**config.mk**
```make
export PLATFORM = sky130hd
export DESIGN_NAME = xor_decipher_stream_flat
export DESIGN_NICKNAME = d
export VERILOG_FILES = /design/src/rtl/xor_cipher_pkg.sv /design/src/rtl/xor_decipher_stream_if.sv /design/src/rtl/xor_stream_fifo.sv /design/src/rtl/xor_decipher_stream.sv /design/src/flat_wrapper.sv
export SDC_FILE = /design/constraint.sdc
export NUM_CORES = 1
export LEC_CHECK = 0
export BUFFER_PORTS_ARGS = -buffer_cell sky130_fd_sc_hd__buf_2
export CAP_MARGIN = 20
export CORE_AREA = 2 2 80 82
export CTS_BUF_LIST = sky130_fd_sc_hd__clkbuf_4
export CTS_CLUSTER_DIAMETER = 60
export CTS_CLUSTER_SIZE = 8
export DETAILED_ROUTE_END_ITERATION = 10
export DIE_AREA = 0 0 82 84
export HOLD_SLACK_MARGIN = 0.1
export PLACE_DENSITY = 0.68
export SLEW_MARGIN = 20
export SYNTH_ARGS = -nofsm -noshare
export SYNTH_HDL_FRONTEND = slang
export SYNTH_SLANG_ARGS = --single-unit
```
**constraint.sdc**
```tcl
create_clock -name clk -period 6.7 [get_ports clk]
set_input_delay 0.67 -clock clk [delete_from_list [all_inputs] [get_ports clk]]
set_output_delay 0.67 -clock clk [all_outputs]
set_load 0.01 [all_outputs]
```
**src/rtl/xor_cipher_pkg.sv**
```systemverilog
// rtl/xor_cipher_pkg.sv - shared types and helpers for the XOR cipher stream blocks
package xor_cipher_pkg;

  localparam int DATA_W_DEF = 8;

  typedef enum logic [1:0] {
    S_NOKEY = 2'd0,
    S_IDLE  = 2'd1,
    S_FRAME = 2'd2
  } state_e;

  // Even-parity bit of a word (zero-extend narrower words into v).
  function automatic logic even_par(input logic [63:0] v);
    return ^v;
  endfunction

endpackage

```
**src/rtl/xor_decipher_stream_if.sv**
```systemverilog
// rtl/xor_decipher_stream_if.sv - key, ciphertext and plaintext bus (XOR_PARITY_CHECK_EN adds ct_par/par_err)
interface xor_decipher_stream_if #(
  parameter int DATA_W = 8,
  parameter int CNT_W  = 16
) ();

  logic              key_load;
  logic [DATA_W-1:0] key_in;
  logic              key_ack;
  logic              key_nack;
  logic              ct_valid;
  logic              ct_ready;
  logic [DATA_W-1:0] ct_data;
  logic              ct_last;
  logic              pt_valid;
  logic              pt_ready;
  logic [DATA_W-1:0] pt_data;
  logic              pt_last;
  logic [CNT_W-1:0]  byte_cnt;
  logic              frame_done;
`ifdef XOR_PARITY_CHECK_EN
  logic              ct_par;
  logic              par_err;
`endif

  modport master (
    output key_load, key_in, ct_valid, ct_data, ct_last, pt_ready,
    input  key_ack, key_nack, ct_ready, pt_valid, pt_data, pt_last, byte_cnt, frame_done
`ifdef XOR_PARITY_CHECK_EN
    , output ct_par
    , input  par_err
`endif
  );

  modport slave (
    input  key_load, key_in, ct_valid, ct_data, ct_last, pt_ready,
    output key_ack, key_nack, ct_ready, pt_valid, pt_data, pt_last, byte_cnt, frame_done
`ifdef XOR_PARITY_CHECK_EN
    , input  ct_par
    , output par_err
`endif
  );

endinterface

```
**src/rtl/xor_stream_fifo.sv**
```systemverilog
// rtl/xor_stream_fifo.sv - small register FIFO with valid/ready on both sides
module xor_stream_fifo #(
  parameter int WIDTH = 9,
  parameter int DEPTH = 2
) (
  input  logic             clk,
  input  logic             rst_n,
  input  logic [WIDTH-1:0] in_tdata,
  input  logic             in_tvalid,
  output logic             in_tready,
  output logic [WIDTH-1:0] out_tdata,
  output logic             out_tvalid,
  input  logic             out_tready
);

  localparam int AW = (DEPTH > 1) ? $clog2(DEPTH) : 1;
  localparam logic [AW:0]   FULL_CNT = (AW + 1)'(DEPTH);
  localparam logic [AW:0]   CNT_ONE  = (AW + 1)'(1);
  localparam logic [AW-1:0] PTR_ONE  = AW'(1);

  logic [WIDTH-1:0] mem_q [DEPTH];
  logic [AW-1:0]    wr_ptr_q, wr_ptr_d;
  logic [AW-1:0]    rd_ptr_q, rd_ptr_d;
  logic [AW:0]      count_q, count_d;
  logic             push, pop;

  assign in_tready  = (count_q != FULL_CNT);
  assign out_tvalid = (count_q != '0);
  // Data is forced to zero while empty so the output reads 0 straight out of reset.
  assign out_tdata  = out_tvalid ? mem_q[rd_ptr_q] : '0;
  assign push       = in_tvalid & in_tready;
  assign pop        = out_tvalid & out_tready;

  // Pointer and occupancy next-state; pointers wrap naturally since DEPTH is a power of 2.
  always_comb begin
    wr_ptr_d = wr_ptr_q;
    rd_ptr_d = rd_ptr_q;
    count_d  = count_q;
    if (push) wr_ptr_d = wr_ptr_q + PTR_ONE;
    if (pop)  rd_ptr_d = rd_ptr_q + PTR_ONE;
    case ({push, pop})
      2'b10:   count_d = count_q + CNT_ONE;
      2'b01:   count_d = count_q - CNT_ONE;
      default: count_d = count_q;
    endcase
  end

  // Pointer and occupancy registers.
  always_ff @(posedge clk or negedge rst_n) begin
    if (!rst_n) begin
      wr_ptr_q <= '0;
      rd_ptr_q <= '0;
      count_q  <= '0;
    end else begin
      wr_ptr_q <= wr_ptr_d;
      rd_ptr_q <= rd_ptr_d;
      count_q  <= count_d;
    end
  end

  // Storage array; contents are don't-care while the slot is unoccupied.
  always_ff @(posedge clk) begin
    if (push) mem_q[wr_ptr_q] <= in_tdata;
  end

endmodule

```
**src/rtl/xor_decipher_stream.sv**
```systemverilog
// rtl/xor_decipher_stream.sv - streaming XOR decipher with framed input and buffered output (option: XOR_PARITY_CHECK_EN)
module xor_decipher_stream
  import xor_cipher_pkg::*;
#(
  parameter int DATA_W     = DATA_W_DEF,
  parameter int CNT_W      = 16,
  parameter int FIFO_DEPTH = 2
) (
  input  logic                 clk,
  input  logic                 rst,
  xor_decipher_stream_if.slave bus
);

  localparam logic [CNT_W-1:0] CNT_MAX = '1;
  localparam logic [CNT_W-1:0] CNT_ONE = CNT_W'(1);

  state_e            state_q, state_d;
  logic [DATA_W-1:0] key_q, key_d;
  logic [CNT_W-1:0]  byte_cnt_q, byte_cnt_d, cnt_base;
  logic              key_ack_q, key_nack_q, key_block_q, frame_done_q;
  logic              ct_ready_c, ct_fire, key_accept;
  logic              fifo_in_ready, fifo_out_valid;
  logic [DATA_W:0]   fifo_in, fifo_out;
  logic [DATA_W-1:0] plain;

  // The key used is the one held at acceptance time; later key changes never touch buffered words.
  assign plain   = bus.ct_data ^ key_q;
  assign fifo_in = {bus.ct_last, plain};

  // Ready depends only on state, buffer space and the post-key-load bubble, never on ct_valid.
  assign ct_ready_c = (state_q != S_NOKEY) && fifo_in_ready && !key_block_q;
  assign ct_fire    = bus.ct_valid && ct_ready_c;

  xor_stream_fifo #(
    .WIDTH (DATA_W + 1),
    .DEPTH (FIFO_DEPTH)
  ) u_fifo (
    .clk        (clk),
    .rst_n      (rst),
    .in_tdata   (fifo_in),
    .in_tvalid  (ct_fire),
    .in_tready  (fifo_in_ready),
    .out_tdata  (fifo_out),
    .out_tvalid (fifo_out_valid),
    .out_tready (bus.pt_ready)
  );

  assign bus.ct_ready   = ct_ready_c;
  assign bus.pt_valid   = fifo_out_valid;
  assign bus.pt_data    = fifo_out[DATA_W-1:0];
  assign bus.pt_last    = fifo_out[DATA_W];
  assign bus.key_ack    = key_ack_q;
  assign bus.key_nack   = key_nack_q;
  assign bus.byte_cnt   = byte_cnt_q;
  assign bus.frame_done = frame_done_q;

  // Frame FSM next state and key-load arbitration; a coinciding ct transfer beats a key load.
  always_comb begin
    state_d    = state_q;
    key_accept = 1'b0;
    case (state_q)
      S_NOKEY: begin
        if (bus.key_load) begin
          key_accept = 1'b1;
          state_d    = S_IDLE;
        end
      end
      S_IDLE: begin
        key_accept = bus.key_load && !fifo_out_valid && !ct_fire;
        if (ct_fire && !bus.ct_last) state_d = S_FRAME;
      end
      S_FRAME: begin
        if (ct_fire && bus.ct_last) state_d = S_IDLE;
      end
      default: state_d = S_NOKEY;
    endcase
  end

  // Key and counter next-state; a pending end-of-frame clear and a new word combine to count 1.
  always_comb begin
    key_d      = key_accept ? bus.key_in : key_q;
    cnt_base   = frame_done_q ? '0 : byte_cnt_q;
    byte_cnt_d = cnt_base;
    if (ct_fire) byte_cnt_d = (cnt_base == CNT_MAX) ? CNT_MAX : cnt_base + CNT_ONE;
  end

  // Control and status registers.
  always_ff @(posedge clk or negedge rst) begin
    if (!rst) begin
      state_q      <= S_NOKEY;
      key_q        <= '0;
      byte_cnt_q   <= '0;
      key_ack_q    <= 1'b0;
      key_nack_q   <= 1'b0;
      key_block_q  <= 1'b0;
      frame_done_q <= 1'b0;
    end else begin
      state_q      <= state_d;
      key_q        <= key_d;
      byte_cnt_q   <= byte_cnt_d;
      key_ack_q    <= key_accept;
      key_nack_q   <= bus.key_load && !key_accept;
      key_block_q  <= key_accept;
      frame_done_q <= ct_fire && bus.ct_last;
    end
  end

`ifdef XOR_PARITY_CHECK_EN
  logic par_err_q, par_err_d;

  assign bus.par_err = par_err_q;

  // Sticky parity error: set on a bad accepted word, cleared only by an accepted key load.
  always_comb begin
    par_err_d = par_err_q;
    if (key_accept) par_err_d = 1'b0;
    else if (ct_fire && (even_par(64'(plain)) != bus.ct_par)) par_err_d = 1'b1;
  end

  // Parity error flag register.
  always_ff @(posedge clk or negedge rst) begin
    if (!rst) par_err_q <= 1'b0;
    else      par_err_q <= par_err_d;
  end
`endif

endmodule

```
**src/flat_wrapper.sv**
```systemverilog
// flat-port wrapper written by rule: the top's interface ports become plain ports
module xor_decipher_stream_flat import xor_cipher_pkg::*;
#(
  parameter int DATA_W     = DATA_W_DEF,
  parameter int CNT_W      = 16,
  parameter int FIFO_DEPTH = 2
)
  (clk, rst, bus_key_load, bus_key_in, bus_ct_valid, bus_ct_data, bus_ct_last, bus_pt_ready, bus_key_ack, bus_key_nack, bus_ct_ready, bus_pt_valid, bus_pt_data, bus_pt_last, bus_byte_cnt, bus_frame_done);
  xor_decipher_stream_if #(.DATA_W(DATA_W), .CNT_W(CNT_W)) bus_i ();
  input  logic clk;
  input  logic rst;
  input wire logic [$bits(bus_i.key_load)-1:0] bus_key_load;
  input wire logic [$bits(bus_i.key_in)-1:0] bus_key_in;
  input wire logic [$bits(bus_i.ct_valid)-1:0] bus_ct_valid;
  input wire logic [$bits(bus_i.ct_data)-1:0] bus_ct_data;
  input wire logic [$bits(bus_i.ct_last)-1:0] bus_ct_last;
  input wire logic [$bits(bus_i.pt_ready)-1:0] bus_pt_ready;
  output wire logic [$bits(bus_i.key_ack)-1:0] bus_key_ack;
  output wire logic [$bits(bus_i.key_nack)-1:0] bus_key_nack;
  output wire logic [$bits(bus_i.ct_ready)-1:0] bus_ct_ready;
  output wire logic [$bits(bus_i.pt_valid)-1:0] bus_pt_valid;
  output wire logic [$bits(bus_i.pt_data)-1:0] bus_pt_data;
  output wire logic [$bits(bus_i.pt_last)-1:0] bus_pt_last;
  output wire logic [$bits(bus_i.byte_cnt)-1:0] bus_byte_cnt;
  output wire logic [$bits(bus_i.frame_done)-1:0] bus_frame_done;
  assign bus_i.key_load = bus_key_load;
  assign bus_i.key_in = bus_key_in;
  assign bus_i.ct_valid = bus_ct_valid;
  assign bus_i.ct_data = bus_ct_data;
  assign bus_i.ct_last = bus_ct_last;
  assign bus_i.pt_ready = bus_pt_ready;
  assign bus_key_ack = bus_i.key_ack;
  assign bus_key_nack = bus_i.key_nack;
  assign bus_ct_ready = bus_i.ct_ready;
  assign bus_pt_valid = bus_i.pt_valid;
  assign bus_pt_data = bus_i.pt_data;
  assign bus_pt_last = bus_i.pt_last;
  assign bus_byte_cnt = bus_i.byte_cnt;
  assign bus_frame_done = bus_i.frame_done;
  xor_decipher_stream #(.DATA_W(DATA_W), .CNT_W(CNT_W), .FIFO_DEPTH(FIFO_DEPTH)) u_core (.clk(clk), .rst(rst), .bus(bus_i));
endmodule
```
==> metrics.txt <==
status=finished, final reports clean; Num CTS Buffers=5; slack of the worst reg-to-reg path=4.37 ns; Hold-fix buffers, CTS=0; Leakage Power=between 1 and 1.5 nW; clock slew at reported path FFs=0.14 ns; P per Cell Area=approximately 370 nW/µm²; maximum number of pins on one net before global-route repair=34; initial core utilization=between 30% and 40%; synthesis-to-finish area growth=16.7%; Slowest Stage Delay on Critical Path=0.65 ns; area post-placement=about 2700 µm²; number of nets with antenna violations after detailed routing=0; detailed-placement wirelength estimate=~3300 µm; sequential cell area in the final layout=about 1400 µm²; startpoint type of the worst setup path=flip-flop; Least-Margin Pin Slew=0.837 ns; die area=slightly below 7000 µm²; Worst Skew=about 0.0022 ns; post-route setup TNS=0 ns; H-tree lvl count=2; final wirelength=approximately 4500 µm; TritonCTS clock tree=done; Worst Path Buf+Inv=1; Peak Freq=roughly 0.4 GHz; top-area cell type share of the netlist area=a little over a third; master of the slowest instance on the critical path=nor2_1; highest net fanout along the worst path=12; Clock Tree Root=clkbuf_4; Slew Viols, Final=0; commonest cells after routing, fill and taps aside=buf_2 (51), dfrtp_1 (33), edfxtp_1 (18), xor2_1 (15), nor2_1 (14); Post-Syn Nets=between 200 and 250; share of flip-flops with an asynchronous set or reset=about two thirds; number of maximum-capacitance violations=0; Vert. Die Dim=about 84 µm; most frequent standard cell in the layout excluding fill and tap cells=buf_2; largest cells by area after synthesis=dfrtp_1 (35%), edfxtp_1 (23%), xor2_1 (5.6%); Post-CTS Setup Bufs=0; DIE WIDTH=82 µm; cell area after technology mapping=approximately 2300 µm²; Critical Setup Path Class=reg2out; required time of the critical path=6.03 ns; crit end category=primary output; core area=slightly above 6000 µm²; total global routing track utilization=between 10 and 15%; Slew HR=a little over two fifths; layout cell share with drive strength beyond 1=about 30%; number of warning messages in the yosys log=0; Final Wtd Congestion=between 0.8 and 0.9; peak supply drop=~150 µV; antenna violations before repair=0; maximum count of clock buffers along a single path=2; most numerous cell on the critical path=nor2_1; ratio of final minimum period to clock period=between 30% and 40%; Post-Layout Inst Area=around 2700 µm²; num ports=between 50 and 60; number of endpoints with negative hold slack in the final report=0; Avg Cell Area, Syn=between 10 and 15 µm²; Top delay family on crit path=simple AND/OR/NAND/NOR gates; total via count after detailed routing=1576; final worst hold slack=roughly 0.36 ns; area used by multi-input combinational logic=around 940 µm²; total of flip-flops plus latches after synthesis=~50; worst-skew pair later-pin latency=between 0.3 and 0.4 ns; cell count after synthesis=approximately 190; first-pass GRT wire length=7560 µm; arrival time of the worst setup path=around 1.8 ns; total global routing overflow=0; Clock Sink Count=51; wire length per cell=~14 µm; Net count, final=between 200 and 300; unrepaired setup endpoints after global routing=false; cells along the critical path=nor2_1 -> nor2_1 -> buf_2; number of remaining DRC errors=0; vias in the first global route=1550; share of synthesized area occupied by flip-flops and latches=between 50 and 60%; Avg Vias per Cell=4.86; number of inserted filler cells in the final layout=590; IO Port Bufs=just over 50; diodes inserted=0; post-cts gate resize count=0; number of flops mapped to enable cells by yosys=18; shortest clock period the worst path allows after layout=about 2.5 ns; number of distinct library cells after synthesis=approximately 40; standard-cell row count=29; flip-flop cell with the highest count after synthesis=dfrtp_1; Hold Path Class=in2async; final count of negative-setup-slack endpoints=0; 1st-pass router iterations=4; Detailed Route Iter0 Violations=between 60 and 70; dominant cell type by area after synthesis=dfrtp_1
[stage by stage]
step                      cells  power, mW  utilization (%)  worst slack (ns)
after floorplan             193      0.759                -              4.49
after global placement      316      0.876             43.9              4.38
after detailed placement    316      0.885             43.9              4.37
after CTS                   324       1.02             44.8              4.18
after global routing        324       1.08             44.8              4.08
final                       324       1.00             44.8              4.25
[flip-flops by register name (all words and copies together), names as in the netlist]
signal / count
u_core.bus.key_ack: 1
u_core.u_fifo.wr_ptr_q: 1
u_core.u_fifo.mem_q: 18
u_core.key_q: 8
u_core.state_q: 2
u_core.bus.key_nack: 1
u_core.u_fifo.count_q: 2
u_core.u_fifo.rd_ptr_q: 1
u_core.bus.frame_done: 1
u_core.bus.byte_cnt: 16
[final timing paths]
path                                           from                endpoint  cells after the start
setup / recovery           u_core.u_fifo.count_q[0]             bus_pt_last                      3
hold / removal                                  rst  u_core.bus.byte_cnt[7]                      1
setup reg to reg              u_core.bus.frame_done  u_core.bus.byte_cnt[6]                      7
hold reg to reg              u_core.u_fifo.wr_ptr_q  u_core.u_fifo.wr_ptr_q                      1
max in group asynchronous                       rst         u_core.key_q[1]                      1
min in group clk             u_core.u_fifo.wr_ptr_q  u_core.u_fifo.wr_ptr_q                      1
[report_power, final]
part	internal (mW)	leakage (nW)	switching, mW
sequential	0.433	0.588	0.0763
combinational	0.168	0.630	0.192
clock	0.0405	0.0288	0.0951
[logic make-up after synthesis]
kind of cell               count (synthesis)  synth area share, %
AOI/OAI and AO/OA                         24                 6.30
xor gates and xnor gates                  19                 7.10
adders and majority gates                  2                 1.07
buffers and inverters                     11                 1.76
DFF                                       51                 58.3
muxes                                     19                 8.54
and+or+nand+nor                           67                 16.9
[area by class of cell]
| class | instances | area share [%] |
|---|---|---|
| sequential | 51 | 50.0 |
| timing repair buffer | 51 | 9.34 |
| clock buffer | 5 | 1.37 |
| multi-input combinational | 131 | 34.2 |
| tap | 77 | 3.52 |
| clock inverter | 3 | 0.732 |
| inverter | 6 | 0.824 |
[cells in the mapped netlist (5+ instances only)]
| cell type | n |
|---|---|
| mux2i_1 | 11 |
| clkbuf_1 | 5 |
| nor2_1 | 14 |
| nand2_1 | 13 |
| edfxtp_1 | 18 |
| inv_1 | 5 |
| a21oi_1 | 11 |
| nand3_1 | 5 |
| nor2b_1 | 7 |
| xor2_1 | 15 |
| mux2_2 | 8 |
| dfrtp_1 | 33 |
[metal layers]
metal	global-route usage, %	vias up	share of wire, %
met3	2.60	4	3.3
met4	4.55	0	1.5
met5	0	-	0
met2	22.1	25	50
li1	-	792	-
met1	20.8	755	45
(Power assumes the default switching activity.)
